$ cat src/rtl/mario_sound_out.sv
// mario_sound_out: boxcar decimator, optional DC blocker and click-free volume ramp for the mixed sound.
module mario_sound_out #(
  parameter int LOG2_DIV = 8,
  parameter int DC_SHIFT = 8
) (
  input  logic               I_CLK_12M,
  input  logic               I_RST,
  input  logic signed [15:0] I_SND_DAT,
  input  logic               I_DC_EN,
  input  logic [3:0]         I_VOL,
  input  logic               I_MUTE,
  output logic signed [15:0] O_SAMPLE,
  output logic               O_VALID,
  output logic               O_CLIP
);
  localparam int AW = 16 + LOG2_DIV;
  logic [LOG2_DIV-1:0] cnt_q, cnt_d;
  logic signed [AW-1:0] acc_q, acc_d, sum;
  logic signed [15:0] avg_q, avg_d, x1_q, x1_d, y1_q, y1_d, y_q, y_d, smp_q, smp_d, y_dc;
  logic s0_v_q, s0_v_d, s1_v_q, clip_q, clip_d, valid_q, oclip_q, oclip_d, last, sat_hi, sat_lo;
  logic [4:0] gain_q, gain_d, target;
  logic signed [18:0] a19, x19, y19, l19, t;
  logic signed [20:0] prod;
  always_comb begin
    last   = &cnt_q;
    sum    = acc_q + {{LOG2_DIV{I_SND_DAT[15]}}, I_SND_DAT};
    cnt_d  = cnt_q + LOG2_DIV'(1);
    acc_d  = last ? '0 : sum;
    avg_d  = last ? 16'(sum >>> LOG2_DIV) : avg_q;
    s0_v_d = last;
    a19    = avg_q;
    x19    = x1_q;
    y19    = y1_q;
    l19    = y1_q >>> DC_SHIFT;
    t      = a19 - x19 + y19 - l19;
    sat_hi = t > 19'sd32767;
    sat_lo = t < -19'sd32768;
    y_dc   = sat_hi ? 16'sh7fff : sat_lo ? 16'sh8000 : t[15:0];
    y_d    = s0_v_q ? (I_DC_EN ? y_dc : avg_q) : y_q;
    clip_d = s0_v_q ? (I_DC_EN & (sat_hi | sat_lo)) : clip_q;
    x1_d   = s0_v_q ? avg_q : x1_q;
    y1_d   = s0_v_q ? (I_DC_EN ? y_dc : 16'sd0) : y1_q;
    prod   = y_q * $signed({1'b0, gain_q});
    smp_d  = s1_v_q ? 16'(prod >>> 4) : smp_q;
    oclip_d = s1_v_q & clip_q;
    // gain steps toward target only after the current value has been used
    target = I_MUTE ? 5'd0 : {1'b0, I_VOL} + 5'd1;
    gain_d = !s1_v_q ? gain_q :
             (gain_q < target) ? gain_q + 5'd1 :
             (gain_q > target) ? gain_q - 5'd1 : gain_q;
  end
  always_ff @(posedge I_CLK_12M or posedge I_RST) begin
    if (I_RST) begin
      cnt_q   <= '0;
      acc_q   <= '0;
      avg_q   <= '0;
      s0_v_q  <= 1'b0;
      x1_q    <= '0;
      y1_q    <= '0;
      y_q     <= '0;
      clip_q  <= 1'b0;
      s1_v_q  <= 1'b0;
      gain_q  <= '0;
      smp_q   <= '0;
      valid_q <= 1'b0;
      oclip_q <= 1'b0;
    end else begin
      cnt_q   <= cnt_d;
      acc_q   <= acc_d;
      avg_q   <= avg_d;
      s0_v_q  <= s0_v_d;
      x1_q    <= x1_d;
      y1_q    <= y1_d;
      y_q     <= y_d;
      clip_q  <= clip_d;
      s1_v_q  <= s0_v_q;
      gain_q  <= gain_d;
      smp_q   <= smp_d;
      valid_q <= s1_v_q;
      oclip_q <= oclip_d;
    end
  end
  assign O_SAMPLE = smp_q;
  assign O_VALID  = valid_q;
  assign O_CLIP   = oclip_q;
endmodule

$ cat config.mk
export PLATFORM = sky130hd
export DESIGN_NAME = mario_sound_out
export DESIGN_NICKNAME = d
export VERILOG_FILES = /design/src/rtl/mario_sound_out.sv
export SDC_FILE = /design/constraint.sdc
export NUM_CORES = 1
export LEC_CHECK = 0
export CAP_MARGIN = 20
export CORE_MARGIN = 10
export CORE_UTILIZATION = 40
export DETAILED_ROUTE_END_ITERATION = 12
export SYNTH_ARGS = -nofsm -noshare
export SYNTH_HDL_FRONTEND = slang
export SYNTH_SLANG_ARGS = --single-unit
$ cat constraint.sdc
create_clock -name I_CLK_12M -period 8.52 [get_ports I_CLK_12M]
set_input_delay 1.704 -clock I_CLK_12M [delete_from_list [all_inputs] [get_ports I_CLK_12M]]
set_output_delay 1.704 -clock I_CLK_12M [all_outputs]
set_load 0.005 [all_outputs]
**After elaboration in Yosys (flattened, before gate mapping)**

Cells that the tools add are included.

- Bits in latches: 0
- Bits of input ports: 24
- Memories: 0
- Bits in registers: 122
- Bits in writable memories: 0
- Bits in read-only memories: 0
- Logic and storage cells: 40

- Shift operators: 0
- Mux-type cells: 8
- Equal/unequal tests: 0
- $add $sub $neg: 8
- Bitwise gates (word level): 3
- Multiply operators: 1
- Order comparisons: 4
- Reduce and logical (&&, ||, !) cells: 3
- Divide/modulo/power cells: 0

Operators with widths:

| kind | number |
|---|---|
| $mux W16 | 4 |
| $add A24 B24 Y24 | 1 |
| $mux W24 | 1 |
| $mul A16 B6 Y20 | 1 |
| $gt A19 B16 Y1 const B | 1 |
| $lt A19 B16 Y1 const B | 1 |
| $sub A18 B8 Y19 | 1 |
| $add A17 B16 Y18 | 1 |
| $sub A16 B16 Y17 | 1 |
| $mux W5 | 3 |
| $add A8 B1 Y8 const B | 1 |
| $reduce_and A8 Y1 | 1 |
| $add A4 B1 Y5 const B | 1 |
| $add A5 B1 Y5 const B | 1 |
| $gt A5 B5 Y1 | 1 |
| $lt A5 B5 Y1 | 1 |
| $sub A5 B1 Y5 const B | 1 |
| $and A1 B1 Y1 | 2 |
| $reduce_and A2 Y1 | 1 |
| $reduce_bool A2 Y1 | 1 |
| $or A1 B1 Y1 | 1 |

**Longest topological paths before layout**

Gate-level depths: netlist (run 1).

- Word-level depth: 7
- Gate-level depth with buffers: 17
- Depth with buffers taken out: 16

**Least setup slack after synthesis (run 1)**

Ideal clock, no wire load.

- Path kind: reg-to-reg
- From: register gain_q[1]
- To: register smp_q[13], in the netlist O_SAMPLE[13]
- Setup time: 139 ps
- Stages on the path, launching flop included: 18
- Required time: 8381 ps
- Arrival time: 4315 ps
- Slack: 4066 ps
- Cells stage by stage: dfrtp_1 -> clkbuf_1 -> nand2_1 -> fa_1 -> inv_1 -> ha_1 -> inv_1 -> fa_1 -> inv_1 -> fa_1 -> a21o_1 -> a21oi_1 -> o21bai_1 -> a21oi_1 -> o21ai_1 -> a21boi_0 -> mux2i_1 -> or4_1

- Longest elaborated chain between the ends: 1

RTL lines:

| element | RTL line | text |
|---|---|---|
| from (decl) | 21 | `logic [4:0] gain_q, gain_d, target;` |
| from (signal assigned) | 77 | `gain_q <= gain_d;` |
| $mul A16 B6 Y20 | 43 | `prod = y_q * $signed({1'b0, gain_q});` |
| to (signal assigned) | 78 | `smp_q <= smp_d;` |
| to (decl) | 19 | `logic signed [15:0] avg_q, avg_d, x1_q, x1_d, y1_q, y1_d, y_q, y_d, smp_q, smp_d, y_dc;` |

Every way passes these cells.
A chain may end at the register's enable or synchronous reset.

**Final worst setup path (run 1)**

- From: register gain_q[2]
- To: register smp_q[13], in the netlist O_SAMPLE[13]

Same word-level chain as after synthesis.

==> results.cfg, run 1 <==
[outcome]
status = finished clean

[yosys]
synth.top_cell.area_share_pct = 29.5
synth-seq-area-share_pct = 29.5
synth_fp_nets = 1247
syn_inst = 1058
synth_edf_count = 0
synth_fa_ha_area_share_pct = 25.8
yosysUniqueCellTypes = 67
synth_top_area_cell = dfrtp_1
async_reset_ff_share_pct = 100
ys_top_cells_by_area = dfrtp_1 (30%), fa_1 (15%), ha_1 (10%)
netlist_area_um2 = 10300
yosysWarningCount = 0
synth_ff_type = dfrtp_1
syn_area_per_cell_um2 = 9.77
yosys.area_share.simple_pct = 13.4
muxShareOfSynthArea_pct = 3.23
synth_seq_cells = 122
synth_compound_area_share_pct = 16.5
synth_xor_xnor_area_share_pct = 5.08
synth_top_family_by_area = adder cells

[critical_path]
path_cells = and2_1, fa_1, inv_1, fa_1, fa_1, inv_1, ha_1, a21o_1, a21oi_1, o21bai_1, a21oi_1, o21ai_1, a21boi_0, mux2i_1, or4_1
crit_arrival_ns = 5.17
timing.critical_path.buf_inv = 2
criticalPathCategory = flop to flop
startpoint_type = flop
required_ns = 8.81
slowest_stage = dfrtp_1
cpPeakStageDelay_ns = 0.62
crit_family = adder cells
cp_max_fo = 19
cpMostUsedCell = fa_1
cp-end-kind = flop

[clock_tree]
htree_num_levels = 4
cts_buffers = 17
ctsLongestPathBuffers = 2
clock-sinks = 122
root_buffer = clkbuf_16
postCtsSetupRepairBufs = 0
cts_tree = done
ctsHoldBuffers = 0
clk_pin_slew_ns = 0.07
cts_resized = 0
clock_latency_ns = 0.43

[detailed_routing]
viasPerCell = 5.17
wl_mm = 22.6
postRouteAntennaNets = 0
dr.pass1.iters = 5
drt-initial-drc-count = 397
wl_per_cell_um = 15.8
vias = 7394
post-route-drc-count = 0

[placed_design]
routabilityCongestion = 0.819
io_buffers = 41
dp_hpwl_mm = 17.2

[cells_and_area]
regArea_um2 = 3050
final_nets = 1275
fill_cells = 2387
final_common_cell = inv_1
multi_input_area_um2 = 6610
fin_util_pct = 45.9
final_cell_mix = inv_1 (128), dfrtp_1 (121), nand2_1 (92)
drive_gt1_share_pct = 9.19
antenna_cells = 0
area_growth_pct = 12.6

[pwr]
total_leakage_power_uw = 0.00576
ir_drop_uv = 166
power.density_nw_per_um2 = 175

[floorplanning]
die_y_um = 181
core_area_um2 = 25300
start_util_pct = 40.8
fp-row-count = 58
io_pins = 42
die_w_um = 181
die_area_um2 = 32700

[global_route]
grt_pass1_wl_mm = 38.4
grt_start_max_net_pins = 56
grt_pass1_vias = 7606
grt_usage_pct = 14.1
grt_antenna_before_repair = 0
grt_overflow = 0

[sta]
slew-limit-headroom_pct = 33.3
final-setup-viol-count = 0
fin_skew_ns = 0.0117
period_needed_ns = 4.88
worst_slew_pin_slew_ns = 1.00
hold_violations = 0
final_max_slew_viol_count = 0
rsz0062_at_grt = no
finalSetupTns_ns = 0
max_freq_ghz = 0.205
fin_crit_sh_pct = 57.3

[job]
maxCapViolCount = 0

[worst_hold_path]
hold_path.class = flop to flop
-- flip-flops by register name, indices dropped and copies added (netlist names) --
| signal | cells |
|---|---|
| s1_v_q | 1 |
| cnt_q | 8 |
| O_CLIP | 1 |
| clip_q | 1 |
| acc_q | 24 |
| x1_q | 16 |
| s0_v_q | 1 |
| gain_q | 5 |
| O_VALID | 1 |
| avg_q | 16 |
| y1_q | 16 |
| O_SAMPLE | 16 |
| y_q | 16 |
-- cell type report --
class / count / share of cell area [%]
repair buffers: 48 / 3.98
clock buffers: 17 / 3.66
multi-input cells: 768 / 56.9
flip-flops and latches: 122 / 26.3
well taps: 330 / 3.55
clock inverters: 15 / 1.52
inverters: 129 / 4.18
-- logic make-up (layout without fill, tap and decap cells) --
logic type               Yosys count  count (layout)
XOR/XNOR                          60              60
adder cells (fa/ha/maj)          165             165
multiplexers                      30              30
flip-flops                       122             122
AO/OA/AOI/OAI                    238             238
AND/OR/NAND/NOR                  275             275
buffers and inverters            168             209
-- path summary, 6_finish.rpt --
check,start,endpoint,slack [ns],cells past startpoint
setup / recovery,gain_q[2],O_SAMPLE[13],3.64,15
hold / removal,cnt_q[0],cnt_q[0],0.47,1
setup reg to reg,gain_q[2],O_SAMPLE[13],3.64,15
hold reg to reg,cnt_q[0],cnt_q[0],0.47,1
max in group asynchronous,I_RST,acc_q[23],5.28,4
min in group asynchronous,I_RST,O_SAMPLE[5],1.61,2
-- through the flow --
step | std cells | power, uW | hold WS [ns] | setup WS [ns] | instance area (um^2)
after floorplan | 1058 | 1140 | 0.352 | 3.57 | 10300
after global placement | 1397 | 1280 | 0.463 | 3.73 | 11000
after detailed placement | 1397 | 1290 | 0.466 | 3.68 | 11000
after CTS | 1429 | 2060 | 0.477 | 3.66 | 11600
after global routing | 1429 | 2160 | 0.503 | 3.23 | 11600
final | 1429 | 2030 | 0.472 | 3.64 | 11600
-- layer usage --
metal / track usage, % / routed length (um)
met1: 19.0 / 11000
met2: 23.2 / 10800
met3: 2.24 / 605
met4: 3.44 / 238
met5: 0 / 0
-- power breakdown --
part / total [uW] / internal (uW) / switching [uW]
sequential: 670 / 647 / 23.1
combinational: 609 / 251 / 358
clock: 754 / 442 / 313
-- Yosys cell counts, types with 4 or more instances --
cell type,number
inv_1,129
dfrtp_1,122
nand2_1,92
ha_1,85
fa_1,80
a21oi_1,60
o21ai_0,56
and2_1,51
nor2_1,45
xnor2_1,34
clkbuf_1,30
mux2_2,27
xor2_1,26
nor3_1,17
nand3_1,16
o211ai_1,15
o221ai_2,15
a21o_1,14
nand2b_1,12
o21bai_1,9
nand4_1,8
o21ai_1,8
nor2b_1,7
o21a_1,7
a211oi_1,6
o31ai_1,6
a2111oi_0,5
buf_6,5
nor3b_1,5
buf_1,4
nand3b_1,4
o211ai_2,4
(Power assumes the default switching activity.)
==> run 2, diff against run 1 <==
- clock period: 8.52 -> 4.6 ns (I/O delays scaled with it)
==> results.cfg, run 2 (synthesized netlist as in run 1, its figures left out) <==
[cells_and_area]
area_growth_pct = 14.6
final_cell_mix = inv_1 (128), dfrtp_1 (121), nand2_1 (92)
drive_gt1_share_pct = 11.3
fill_cells = 2405
final_nets = 1296
multi_input_area_um2 = 6640
fin_util_pct = 46.8
max_flop_register = acc_q
final_common_cell = inv_1
antenna_cells = 0
largest_reg_flops = 24
regArea_um2 = 3050

[clock_tree]
cts_buffers = 17
clock_latency_ns = 0.42
cts_tree = done
clock-sinks = 122
clk_pin_slew_ns = 0.06
htree_num_levels = 4
ctsHoldBuffers = 0
root_buffer = clkbuf_16
ctsLongestPathBuffers = 2

[floorplanning]
start_util_pct = 40.8
fp-row-count = 58
core_area_um2 = 25300
io_pins = 42
die_w_um = 181
die_y_um = 181
die_area_um2 = 32700

[global_route]
grt_pass1_vias = 7572
grt_overflow = 0
grt_antenna_before_repair = 0
grt_usage_pct = 13.9
grt_start_max_net_pins = 123
grt_pass1_wl_mm = 38.0

[sta]
rsz0062_at_grt = no
period_needed_ns = 4.36
final-setup-viol-count = 0
fin_skew_ns = 0.0102
fin_crit_sh_pct = 94.8
worst_slew_pin_slew_ns = 0.838
slew-limit-headroom_pct = 44.1
max_freq_ghz = 0.229
finalSetupTns_ns = 0
final_max_slew_viol_count = 0
hold_violations = 0

[critical_path]
cpMostUsedCell = fa_1
slowest_stage = fa_1
cp-end-kind = flop
cp_max_fo = 5
criticalPathCategory = flop to flop
startpoint_type = flop
cpPeakStageDelay_ns = 0.54
path_cells = and2_1, fa_1, inv_1, fa_1, fa_1, inv_1, ha_1, a2111oi_2, o31ai_2, a41oi_2, nand2b_1, a21bo_2, o21ai_0, xor2_1, mux2_2
crit_arrival_ns = 4.66
required_ns = 4.91

[pwr]
power.density_nw_per_um2 = 313
pwr-share-clk_pct = 36.5
total_leakage_power_uw = 0.00588
ir_drop_uv = 327
p_comb_share_pct = 30.1
p_switching_uw = 1260
swShare_pct = 34.1
internal_power_uw = 2450
p_seq_share_pct = 33.3

[worst_hold_path]
hold_path.class = flop to flop

[detailed_routing]
wl_mm = 22.5
dr.pass1.iters = 5
drt-initial-drc-count = 364
postRouteAntennaNets = 0
post-route-drc-count = 0
vias = 7551
viasPerCell = 5.21
wl_per_cell_um = 15.5

[placed_design]
dp_hpwl_mm = 17.1
io_buffers = 41
routabilityCongestion = 0.854

[outcome]
status = finished clean

[job]
maxCapViolCount = 0
## run 2: power by group through the flow
| stage | clock network, uW | registers (uW) | logic (uW) |
|---|---|---|---|
| after floorplan | 0 | 1250 | 875 |
| after global placement | 0 | 1250 | 1110 |
| after detailed placement | 0 | 1260 | 1120 |
| after CTS | 1390 | 1240 | 1130 |
| after global routing | 1430 | 1250 | 1280 |
| final | 1350 | 1240 | 1120 |
## run 2: layer usage
metal / share of wire [%] / track usage, %
met1: 47 / 18.7
met2: 48 / 22.7
met3: 3.3 / 2.52
met4: 1.1 / 3.48
met5: 0 / 0
## run 2: per-stage QoR
step	total power [uW]	area [um^2]	hold WS, ns	std cells	setup slack (ns)
after floorplan	2120	10300	0.352	1058	0.146
after global placement	2360	11200	0.462	1418	0.224
after detailed placement	2380	11200	0.467	1418	0.120
after CTS	3750	11800	0.480	1450	0.117
after global routing	3950	11800	0.489	1450	0.0186
final	3710	11800	0.477	1450	0.241
## run 2: worst max-delay path: cells and delay by family (launching register included)
| family | cells | cell delay, ns |
|---|---|---|
| muxes | 1 | 0.26 |
| buffers and inverters | 2 | 0.10 |
| and+or+nand+nor | 2 | 0.35 |
| AOI/OAI and AO/OA | 5 | 1.09 |
| xor gates and xnor gates | 1 | 0.16 |
| DFF | 1 | 0.38 |
| adders and majority gates | 4 | 1.89 |
## run 2: final timing paths
path                          start  slack, ns  cells past startpoint           end
max                          y_q[3]       0.24                     15  O_SAMPLE[14]
min                        cnt_q[7]       0.48                      1      cnt_q[7]
max reg2reg                  y_q[3]       0.24                     15  O_SAMPLE[14]
min reg2reg                cnt_q[7]       0.48                      1      cnt_q[7]
max in group asynchronous     I_RST       3.04                      3     acc_q[11]
min in group asynchronous     I_RST       0.97                      3   O_SAMPLE[3]
## run 2: area by class of cell
type / instances / area share (%)
multi-input combinational: 768 / 56.1
sequential: 122 / 25.8
clock inverter: 14 / 1.27
clock buffer: 18 / 3.71
timing repair buffer: 69 / 5.56
inverter: 129 / 4.11
tap: 330 / 3.49
## run 2: what timing repair did
item                                   in CTS  in global routing
endpoints found under the hold margin       0                  0
setup endpoints to repair                   0                  5
buffers inserted                            0                  0
gates resized for setup                     0                  7
